## config.mk

```make
export PLATFORM = sky130hd
export DESIGN_NAME = seg7_scan_scheduler
export DESIGN_NICKNAME = d
export VERILOG_FILES = /design/src/rtl/seg7_scan_scheduler.sv
export SDC_FILE = /design/constraint.sdc
export NUM_CORES = 1
export LEC_CHECK = 0
export BUFFER_PORTS_ARGS = -buffer_cell sky130_fd_sc_hd__buf_2
export CAP_MARGIN = 10
export CORE_MARGIN = 2
export CORE_UTILIZATION = 60
export DETAILED_ROUTE_END_ITERATION = 8
export GPL_ROUTABILITY_DRIVEN = 0
export GPL_TIMING_DRIVEN = 0
export PLACE_DENSITY = 0.77
export SETUP_SLACK_MARGIN = 0.02
export SYNTH_ARGS = -nofsm -noshare
export SYNTH_HDL_FRONTEND = slang
export SYNTH_SLANG_ARGS = --single-unit
```

## constraint.sdc

```tcl
create_clock -name clk_i -period 4.3 [get_ports clk_i]
set_input_delay 0.645 -clock clk_i [delete_from_list [all_inputs] [get_ports clk_i]]
set_output_delay 0.645 -clock clk_i [all_outputs]
set_load 0.05 [all_outputs]
```

## src/rtl/seg7_scan_scheduler.sv

```systemverilog
// Refresh scheduler for an 8-digit 7-segment Pmod behind two chained 74HC595s.
// Buffers eight segment patterns and serialises {digit select, segments} per digit forever.
module seg7_scan_scheduler #(
  parameter int unsigned CLK_DIV          = 6250,
  parameter bit          DIGIT_ACTIVE_LOW = 1'b1,
  parameter int unsigned CLR_TICKS        = 2
) (
  input  logic       clk_i,
  input  logic       rst_ni,
  input  logic       wr_valid_i,
  output logic       wr_ready_o,
  input  logic [2:0] wr_addr_i,
  input  logic [7:0] wr_data_i,
  input  logic       blank_i,
  output logic       ser_o,
  output logic       sclk_o,
  output logic       rclk_o,
  output logic       srclr_n_o,
  output logic       frame_done_o
);

  typedef enum logic [1:0] {CLEAR, LOAD, SHIFT, LATCH} state_e;

  localparam logic [15:0] TickLast = 16'(CLK_DIV - 1);
  localparam logic [15:0] ClrLast  = 16'(CLR_TICKS - 1);
  localparam logic [7:0]  DselOff  = DIGIT_ACTIVE_LOW ? 8'hFF : 8'h00;

  state_e      state_q, state_d;
  logic [15:0] tickCnt_q, tickCnt_d;
  logic [15:0] clrCnt_q, clrCnt_d;
  logic [3:0]  bitCnt_q, bitCnt_d;
  logic        phaseB_q, phaseB_d;
  logic [1:0]  latchCnt_q, latchCnt_d;
  logic [15:0] word_q, word_d;
  logic [2:0]  digitIdx_q, digitIdx_d;
  logic        ser_q, ser_d;
  logic        sclk_q, sclk_d;
  logic        rclk_q, rclk_d;
  logic        srclrN_q, srclrN_d;
  logic        frameDone_q, frameDone_d;
  logic [7:0]  segBuf_q [8];
  logic [7:0]  dsel;
  logic        tick;

  // The tick counter pauses in LOAD so a digit takes exactly 1 + 35*CLK_DIV clocks.
  assign tick = (tickCnt_q == TickLast) && (state_q != LOAD);

  assign wr_ready_o   = (state_q != CLEAR) && (state_q != LOAD);
  assign ser_o        = ser_q;
  assign sclk_o       = sclk_q;
  assign rclk_o       = rclk_q;
  assign srclr_n_o    = srclrN_q;
  assign frame_done_o = frameDone_q;

  always_ff @(posedge clk_i or negedge rst_ni) begin
    if (!rst_ni) begin
      for (int i = 0; i < 8; i++) segBuf_q[i] <= 8'h00;
    end else if (wr_valid_i && wr_ready_o) begin
      segBuf_q[wr_addr_i] <= wr_data_i;
    end
  end

  always_ff @(posedge clk_i or negedge rst_ni) begin
    if (!rst_ni) begin
      state_q     <= CLEAR;
      tickCnt_q   <= '0;
      clrCnt_q    <= '0;
      bitCnt_q    <= '0;
      phaseB_q    <= 1'b0;
      latchCnt_q  <= '0;
      word_q      <= '0;
      digitIdx_q  <= '0;
      ser_q       <= 1'b0;
      sclk_q      <= 1'b0;
      rclk_q      <= 1'b0;
      srclrN_q    <= 1'b0;
      frameDone_q <= 1'b0;
    end else begin
      state_q     <= state_d;
      tickCnt_q   <= tickCnt_d;
      clrCnt_q    <= clrCnt_d;
      bitCnt_q    <= bitCnt_d;
      phaseB_q    <= phaseB_d;
      latchCnt_q  <= latchCnt_d;
      word_q      <= word_d;
      digitIdx_q  <= digitIdx_d;
      ser_q       <= ser_d;
      sclk_q      <= sclk_d;
      rclk_q      <= rclk_d;
      srclrN_q    <= srclrN_d;
      frameDone_q <= frameDone_d;
    end
  end

  always_comb begin
    state_d     = state_q;
    clrCnt_d    = clrCnt_q;
    bitCnt_d    = bitCnt_q;
    phaseB_d    = phaseB_q;
    latchCnt_d  = latchCnt_q;
    word_d      = word_q;
    digitIdx_d  = digitIdx_q;
    ser_d       = ser_q;
    sclk_d      = sclk_q;
    rclk_d      = rclk_q;
    srclrN_d    = srclrN_q;
    frameDone_d = 1'b0;
    dsel        = 8'h00;

    if (state_q == LOAD)        tickCnt_d = tickCnt_q;
    else if (tickCnt_q == TickLast) tickCnt_d = '0;
    else                        tickCnt_d = tickCnt_q + 16'd1;

    unique case (state_q)
      CLEAR: begin
        if (tick) begin
          if (clrCnt_q == ClrLast) begin
            srclrN_d = 1'b1;
            state_d  = LOAD;
          end else begin
            clrCnt_d = clrCnt_q + 16'd1;
          end
        end
      end
      LOAD: begin
        dsel = 8'h01 << digitIdx_q;
        if (DIGIT_ACTIVE_LOW) dsel = ~dsel;
        if (blank_i) word_d = {DselOff, 8'h00};
        else         word_d = {dsel, segBuf_q[digitIdx_q]};
        bitCnt_d = '0;
        phaseB_d = 1'b0;
        state_d  = SHIFT;
      end
      SHIFT: begin
        if (tick) begin
          if (!phaseB_q) begin
            sclk_d   = 1'b0;
            ser_d    = word_q[4'd15 - bitCnt_q];
            phaseB_d = 1'b1;
          end else begin
            sclk_d   = 1'b1;
            phaseB_d = 1'b0;
            bitCnt_d = bitCnt_q + 4'd1;
            if (bitCnt_q == 4'd15) begin
              latchCnt_d = '0;
              state_d    = LATCH;
            end
          end
        end
      end
      LATCH: begin
        if (tick) begin
          unique case (latchCnt_q)
            2'd0: begin
              sclk_d     = 1'b0;
              latchCnt_d = 2'd1;
            end
            2'd1: begin
              rclk_d     = 1'b1;
              latchCnt_d = 2'd2;
            end
            default: begin
              rclk_d      = 1'b0;
              digitIdx_d  = digitIdx_q + 3'd1;
              frameDone_d = (digitIdx_q == 3'd7);
              state_d     = LOAD;
            end
          endcase
        end
      end
      default: state_d = CLEAR;
    endcase
  end

endmodule

```

==> impl_results.md, run 1 <==
- Hold_sp: blank_i
- Status: finished clean
- Ys Warns: 0
- Post-CTS sizing: 0
- Overall Global Routing Usage: 24.40%
- NetSw: 0.5504 mW
- Minimum clock period: 2.601 ns
- First-pass iteration count of the detailed router: 6
- Clk pwr share: 52.7%
- Fill cell count: 728
- Post-synth EDFFs: 0
- Reg2reg start: state_q[1]$_DFFE_PN0P_
- Row count: 37
- Sum Neg Setup Slack: 0 ns
- Synth Register Bits: 129
- HPWL Detailed: 8.101 mm
- Async S/R FF share, synth: 100.0%
- Maximum clock insertion buffer count: 2
- Worst slew margin: 43.76%
- Max Cap Viol: 0
- Vias per inst: 5.884
- Worst Clk Skew: 0.004939 ns
- P_int: 2.107 mW
- Area Overhead vs Synth: 14.48%
- Post-DR wirelength/cell: 18.01 µm
- XOR/XNOR share of the synthesized area: 4.247%
- Net Sw Frac: 20.71%
- Req. time, crit path: 4.72 ns
- Cts bufs inserted: 17
- Worst-margin pin slew: 0.8436 ns
- Pwr Density: 375.2 nW/µm²
- Logic pwr share: 1.6%
- Yosys cell types: 45
- Post-route DRC: 0
- Slew Limit Fails: 0
- Lkg Pwr: 3.337 nW
- Max FO, Critical Path: 8
- Startpoint types: flop
- Worst hold path class: in2reg
- Clock transition at path regs: 0.06 ns
- Worst skew pair latency: 0.53 ns
- Initial antenna violation count: 0
- Post-CTS Setup Bufs: 0
- Vias in the first global route: 4189
- Commonest cells after routing, fill and taps aside: 129 x dfrtp_1, 66 x mux2_2, 36 x nor2_1
- CTS tree: yes
- Worst Path Arrival: 3.02 ns
- Io pins: 21
- Largest net degree at the start of global routing: 96
- Setup Viol. Count Final: 0
- Clock sinks: 129
- Crit Path Class: reg2reg
- Mapped Cells: 484
- RSZ-0062 raised after global routing: no
- Post-synthesis mux area share: 21.35%
- Placeable Area: 10180 µm²
- Total number of vias: 3966
- First-pass GRT wire length: 20.67 mm
- Synth Flop Type: dfrtp_1
- Most common cell after layout, fill and taps aside: dfrtp_1
- RR Endpoint: segBuf_q[2]$_DFFE_PN0P_
- Final Cycle Share: 60.49%
- Reg power frac: 45.7%
- Synthesized Nets: 515
- PortBufs: 20
- Layout cells sized above 1: 28.44%
- Final hold vios: 0
- Core Util, Final: 69.55%
- Post-synthesis sequential area ratio: 52.17%
- CP endpoint kind: flop
- Synth Area in Compound Gates: 4.853%
- Cell Area, Synth: 6187 µm²
- Final net count: 556
- Hold path endpoint: word_q[15]$_DFFE_PN0P_
- CTS root buffer: clkbuf_8
- Detailed Route Iter0 Violations: 231
- R2R depth: 8
- FMAX: 0.3845 GHz
- Routed Antenna Nets: 0
- Hold Path Cell Cnt: 2
- Starting Density: 60.75%
- GRT Residual Overflow: 0
- Avg Inst Size Synth: 12.78 µm²
- # diodes: 0
- Adder-Cell Fraction of Synth Area: 3.236%
- Main combinational cell family by area after synthesis: multiplexers
- Die X-Extent: 105.5 µm
- Simple-gate share of the synthesized area: 11.85%
- Die area: 11140 µm²
- Worst R2R Setup Slack: 1.70 ns
- Die H: 105.5 µm
- H-tree levels: 4
- Detailed Route WL: 12.14 mm
- VDD IR max: 0.0003653 V
-- layout make-up --
class | instances | area, µm² | share of cell area (%)
timing repair buffer | 22 | 143.9 | 2.031
buffer | 20 | 85.08 | 1.201
tap | 136 | 170.2 | 2.402
clock buffer | 23 | 476.7 | 6.730
sequential | 129 | 3228 | 45.58
multi-input combinational | 320 | 2818 | 39.78
inverter | 15 | 56.30 | 0.7949
clock inverter | 9 | 105.1 | 1.484
-- routing by layer --
metal	GRT usage, %	up-vias	part of all wire (%)
li1	-	1850	-
met1	31.01	2027	44
met4	9.962	0	1.7
met2	39.54	69	50
met3	7.112	20	3.8
met5	0	-	0
-- cells in the mapped netlist (2+ instances only) --
cell	number	share of area (%)
a21o_1	3	0.36
a21oi_1	2	0.16
a22o_1	3	0.42
a31oi_1	9	0.91
a32o_1	3	0.49
and3_1	6	0.61
and4_1	2	0.28
buf_1	4	0.24
buf_2	2	0.16
clkbuf_1	13	0.79
dfrtp_1	129	52
ha_1	16	3.2
inv_1	14	0.85
mux2_2	66	12
mux2i_1	9	1.5
mux4_2	21	7.6
nand2_1	29	1.8
nand2b_1	2	0.20
nand3_1	18	1.5
nand4_1	15	1.5
nand4b_1	2	0.28
nor2_1	36	2.2
nor2b_1	4	0.40
nor3_1	4	0.32
nor4_1	4	0.40
nor4_4	2	0.69
o21ai_0	6	0.49
o2bb2ai_1	8	1.1
o31ai_1	3	0.36
or2_2	2	0.20
or3_1	2	0.20
or4_1	2	0.24
or4_4	3	0.55
xnor2_1	16	2.3
xor2_1	14	2.0
-- power by group through the flow --
| stage | Clock (mW) | Sequential, mW | Combinational [mW] |
|---|---|---|---|
| 2_1_floorplan | 0 | 1.24 | 0.00239 |
| 3_3_place_gp | 0 | 1.24 | 0.0389 |
| 3_5_place_dp | 0 | 1.24 | 0.0444 |
| 4_1_cts | 1.42 | 1.21 | 0.0454 |
| 5_1_grt | 1.48 | 1.21 | 0.0504 |
| 6_report | 1.40 | 1.21 | 0.0435 |
-- stage by stage --
stage	cells	area [µm²]	setup slack (ns)	hold WS [ns]	power [mW]
CTS	674	7083	1.682	0.3936	2.680
detailed placement	641	6491	1.704	0.4487	1.280
floorplan	484	6187	1.574	0.3494	1.239
global route	674	7083	1.501	0.3946	2.742
global placement	640	6457	1.010	0.4391	1.275
finish	674	7083	1.699	0.4106	2.658
-- registers in the layout, indices dropped and copies added (netlist names) --
signal	count
state_q	2
bitCnt_q	4
rclk_o	1
srclr_n_o	1
digitIdx_q	3
latchCnt_q	2
word_q	16
frame_done_o	1
clrCnt_q	16
ser_o	1
sclk_o	1
segBuf_q	64
phaseB_q	1
tickCnt_q	16
-- kinds of logic (layout without fill, tap and decap cells) --
family | Yosys count | count (layout)
adders and majority gates | 16 | 16
AOI/OAI and AO/OA | 40 | 40
and+or+nand+nor | 137 | 137
buffers and inverters | 35 | 89
DFF | 129 | 129
muxes | 97 | 97
xor gates and xnor gates | 30 | 30
-- repair_timing --
item                                   CTS  global route
setup endpoints to repair                0             0
hold buffers                             1             0
endpoints found under the hold margin   34             0
-- worst max-delay path, stage by stage (launching register included) --
cell      delay [ns]
dfrtp_1         0.40
inv_1           0.10
ha_1            0.30
nor2_1          0.28
and3_1          0.20
clkbuf_1        0.15
and3_1          0.17
clkbuf_1        0.47
mux2_2          0.41
-- how the worst max path moves through the flow --
| stage | startpoint | to | slack [ns] |
|---|---|---|---|
| after floorplan | state_q[0]$_DFFE_PN0P_ | segBuf_q[0]$_DFFE_PN0P_ | 1.57 |
| after global placement | rst_ni | segBuf_q[50]$_DFFE_PN0P_ | 1.01 |
| after detailed placement | state_q[1]$_DFFE_PN0P_ | segBuf_q[2]$_DFFE_PN0P_ | 1.70 |
| after CTS | state_q[1]$_DFFE_PN0P_ | segBuf_q[2]$_DFFE_PN0P_ | 1.68 |
| after global routing | state_q[1]$_DFFE_PN0P_ | segBuf_q[5]$_DFFE_PN0P_ | 1.50 |
| final | state_q[1]$_DFFE_PN0P_ | segBuf_q[2]$_DFFE_PN0P_ | 1.70 |
Note: power is estimated with default switching activity, not from simulation.
==> run 2: changes to the inputs <==
==> constraint.sdc (replaced) <==
create_clock -name clk_i -period 2.6 [get_ports clk_i]
set_input_delay 0.39 -clock clk_i [delete_from_list [all_inputs] [get_ports clk_i]]
set_output_delay 0.39 -clock clk_i [all_outputs]
set_load 0.05 [all_outputs]
==> impl_results.md, run 2 (synthesized netlist as in run 1, its figures left out) <==
- Pwr Density: 605.8 nW/µm²
- Worst-path cell chain: inv_1 -> ha_1 -> nand4b_1 -> or4_1 -> nor2_1 -> o221ai_2 -> mux2_4
- CTS root buffer: clkbuf_8
- First-pass iteration count of the detailed router: 6
- Reg power frac: 47.0%
- Minimum clock period: 2.480 ns
- Worst slew margin: 57.83%
- Initial antenna violation count: 0
- H-tree levels: 4
- Crit-path max cell delay: 0.51 ns
- Starting Density: 60.75%
- Logic pwr share: 1.7%
- VDD IR max: 0.0006290 V
- Final net count: 554
- CP max-delay cell: or4_1
- Net Sw Frac: 21.05%
- FMAX: 0.4033 GHz
- CTS tree: yes
- Clock transition at path regs: 0.06 ns
- Layout cells sized above 1: 29.16%
- Vias in the first global route: 4163
- NetSw: 0.9003 mW
- Die area: 11140 µm²
- Detailed Route WL: 12.42 mm
- Design Power: 4.277 mW
- Worst Clk Skew: 0.006316 ns
- Total number of vias: 3999
- Io pins: 21
- Detailed Route Iter0 Violations: 194
- Worst-margin pin slew: 0.6325 ns
- GRT Residual Overflow: 0
- PnR worst setup slack: 0.1203 ns
- Reg2reg start: state_q[1]$_DFFE_PN0P_
- Req. time, crit path: 3.02 ns
- Buffers & Inverters on Critical Path: 1
- P_int: 3.377 mW
- Post-route DRC: 0
- # diodes: 0
- Slew Limit Fails: 0
- Worst Path Arrival: 2.90 ns
- Most common cell after layout, fill and taps aside: dfrtp_1
- HPWL Detailed: 8.173 mm
- CP top delay family: simple AND/OR/NAND/NOR gates
- Die X-Extent: 105.5 µm
- PortBufs: 20
- Clk pwr share: 51.3%
- Lkg Pwr: 3.329 nW
- Max Cap Viol: 0
- Setup Viol. Count Final: 0
- Overall Global Routing Usage: 24.78%
- Startpoint types: flop
- Post-CTS Setup Bufs: 0
- Placeable Area: 10180 µm²
- Largest Register: segBuf_q
- First-pass GRT wire length: 20.82 mm
- Clock sinks: 129
- Die H: 105.5 µm
- Commonest cells after routing, fill and taps aside: 129 x dfrtp_1, 66 x mux2_2, 35 x nor2_1
- Maximum clock insertion buffer count: 2
- Worst skew pair latency: 0.54 ns
- Hold_sp: blank_i
- Final Cycle Share: 95.37%
- Crit Path Class: reg2reg
- Largest net degree at the start of global routing: 68
- RSZ-0062 raised after global routing: no
- Max FFs per register: 64
- Worst hold path class: in2reg
- Routed Antenna Nets: 0
- Status: finished clean
- Max FO, Critical Path: 7
- CP endpoint kind: flop
- Critical path origin: state_q[1]$_DFFE_PN0P_
- Fill cell count: 700
- Place WS: 0.04257 ns
- Post-DR wirelength/cell: 18.50 µm
- Area Overhead vs Synth: 14.12%
- Vias per inst: 5.960
- Final hold vios: 0
- Cts bufs inserted: 17
- Row count: 37
-- run 2: layer usage --
metal	track usage (%)	vias to the layer above	wire, µm
met5	0	-	0
met4	12.22	0	282
met3	6.370	21	435
met2	40.14	85	6298
met1	31.17	2049	5399
li1	-	1844	-
-- run 2: path summary, 6_finish.rpt --
path	end	slack (ns)	cells after the start
setup reg to reg	state_q[1]$_DFFE_PN0P_	0.12	7
setup / recovery	state_q[1]$_DFFE_PN0P_	0.12	7
hold / removal	word_q[15]$_DFFE_PN0P_	0.14	2
max in group asynchronous	segBuf_q[63]$_DFFE_PN0P_	1.49	3
hold reg to reg	tickCnt_q[15]$_DFFE_PN0N_	0.46	1
min in group asynchronous	tickCnt_q[10]$_DFFE_PN0N_	0.40	2
-- run 2: power by group through the flow --
stage	Combinational, mW	Sequential [mW]	Clock [mW]
global placement	0.0649	2.04	0
detailed placement	0.0738	2.04	0
floorplan	0.00395	2.04	0
CTS	0.0756	2.01	2.23
global route	0.0835	2.01	2.33
finish	0.0725	2.01	2.20
-- run 2: cell type report --
type	instances	area (µm²)	area share, %
Buffer	18	78.83	1.116
Clock buffer	21	469.2	6.645
Clock inverter	10	85.08	1.205
Inverter	15	56.30	0.7974
Multi-Input combinational cell	320	2829	40.07
Sequential cell	129	3228	45.72
Tap cell	136	170.2	2.410
Timing Repair Buffer	22	143.9	2.038
-- run 2: what timing repair did --
item | 4_1_cts | 5_1_grt
resized for setup | 0 | 4
hold endpoints to repair | 62 | 0
hold buffers | 1 | 0
setup endpoints to repair | 0 | 30
-- run 2: through the flow --
stage                     hold WS [ns]  utilization (%)  TNS (ns)  instances  instance area (µm²)
after global placement          0.4381            63.43    -57.69        640                 6460
after floorplan                0.09441                -         0        484                 6190
after CTS                       0.1242            69.30         0        673                 7058
after global routing            0.1364            69.32         0        671                 7061
final                           0.1370            69.32         0        671                 7061
after detailed placement        0.4043            63.76         0        641                 6494
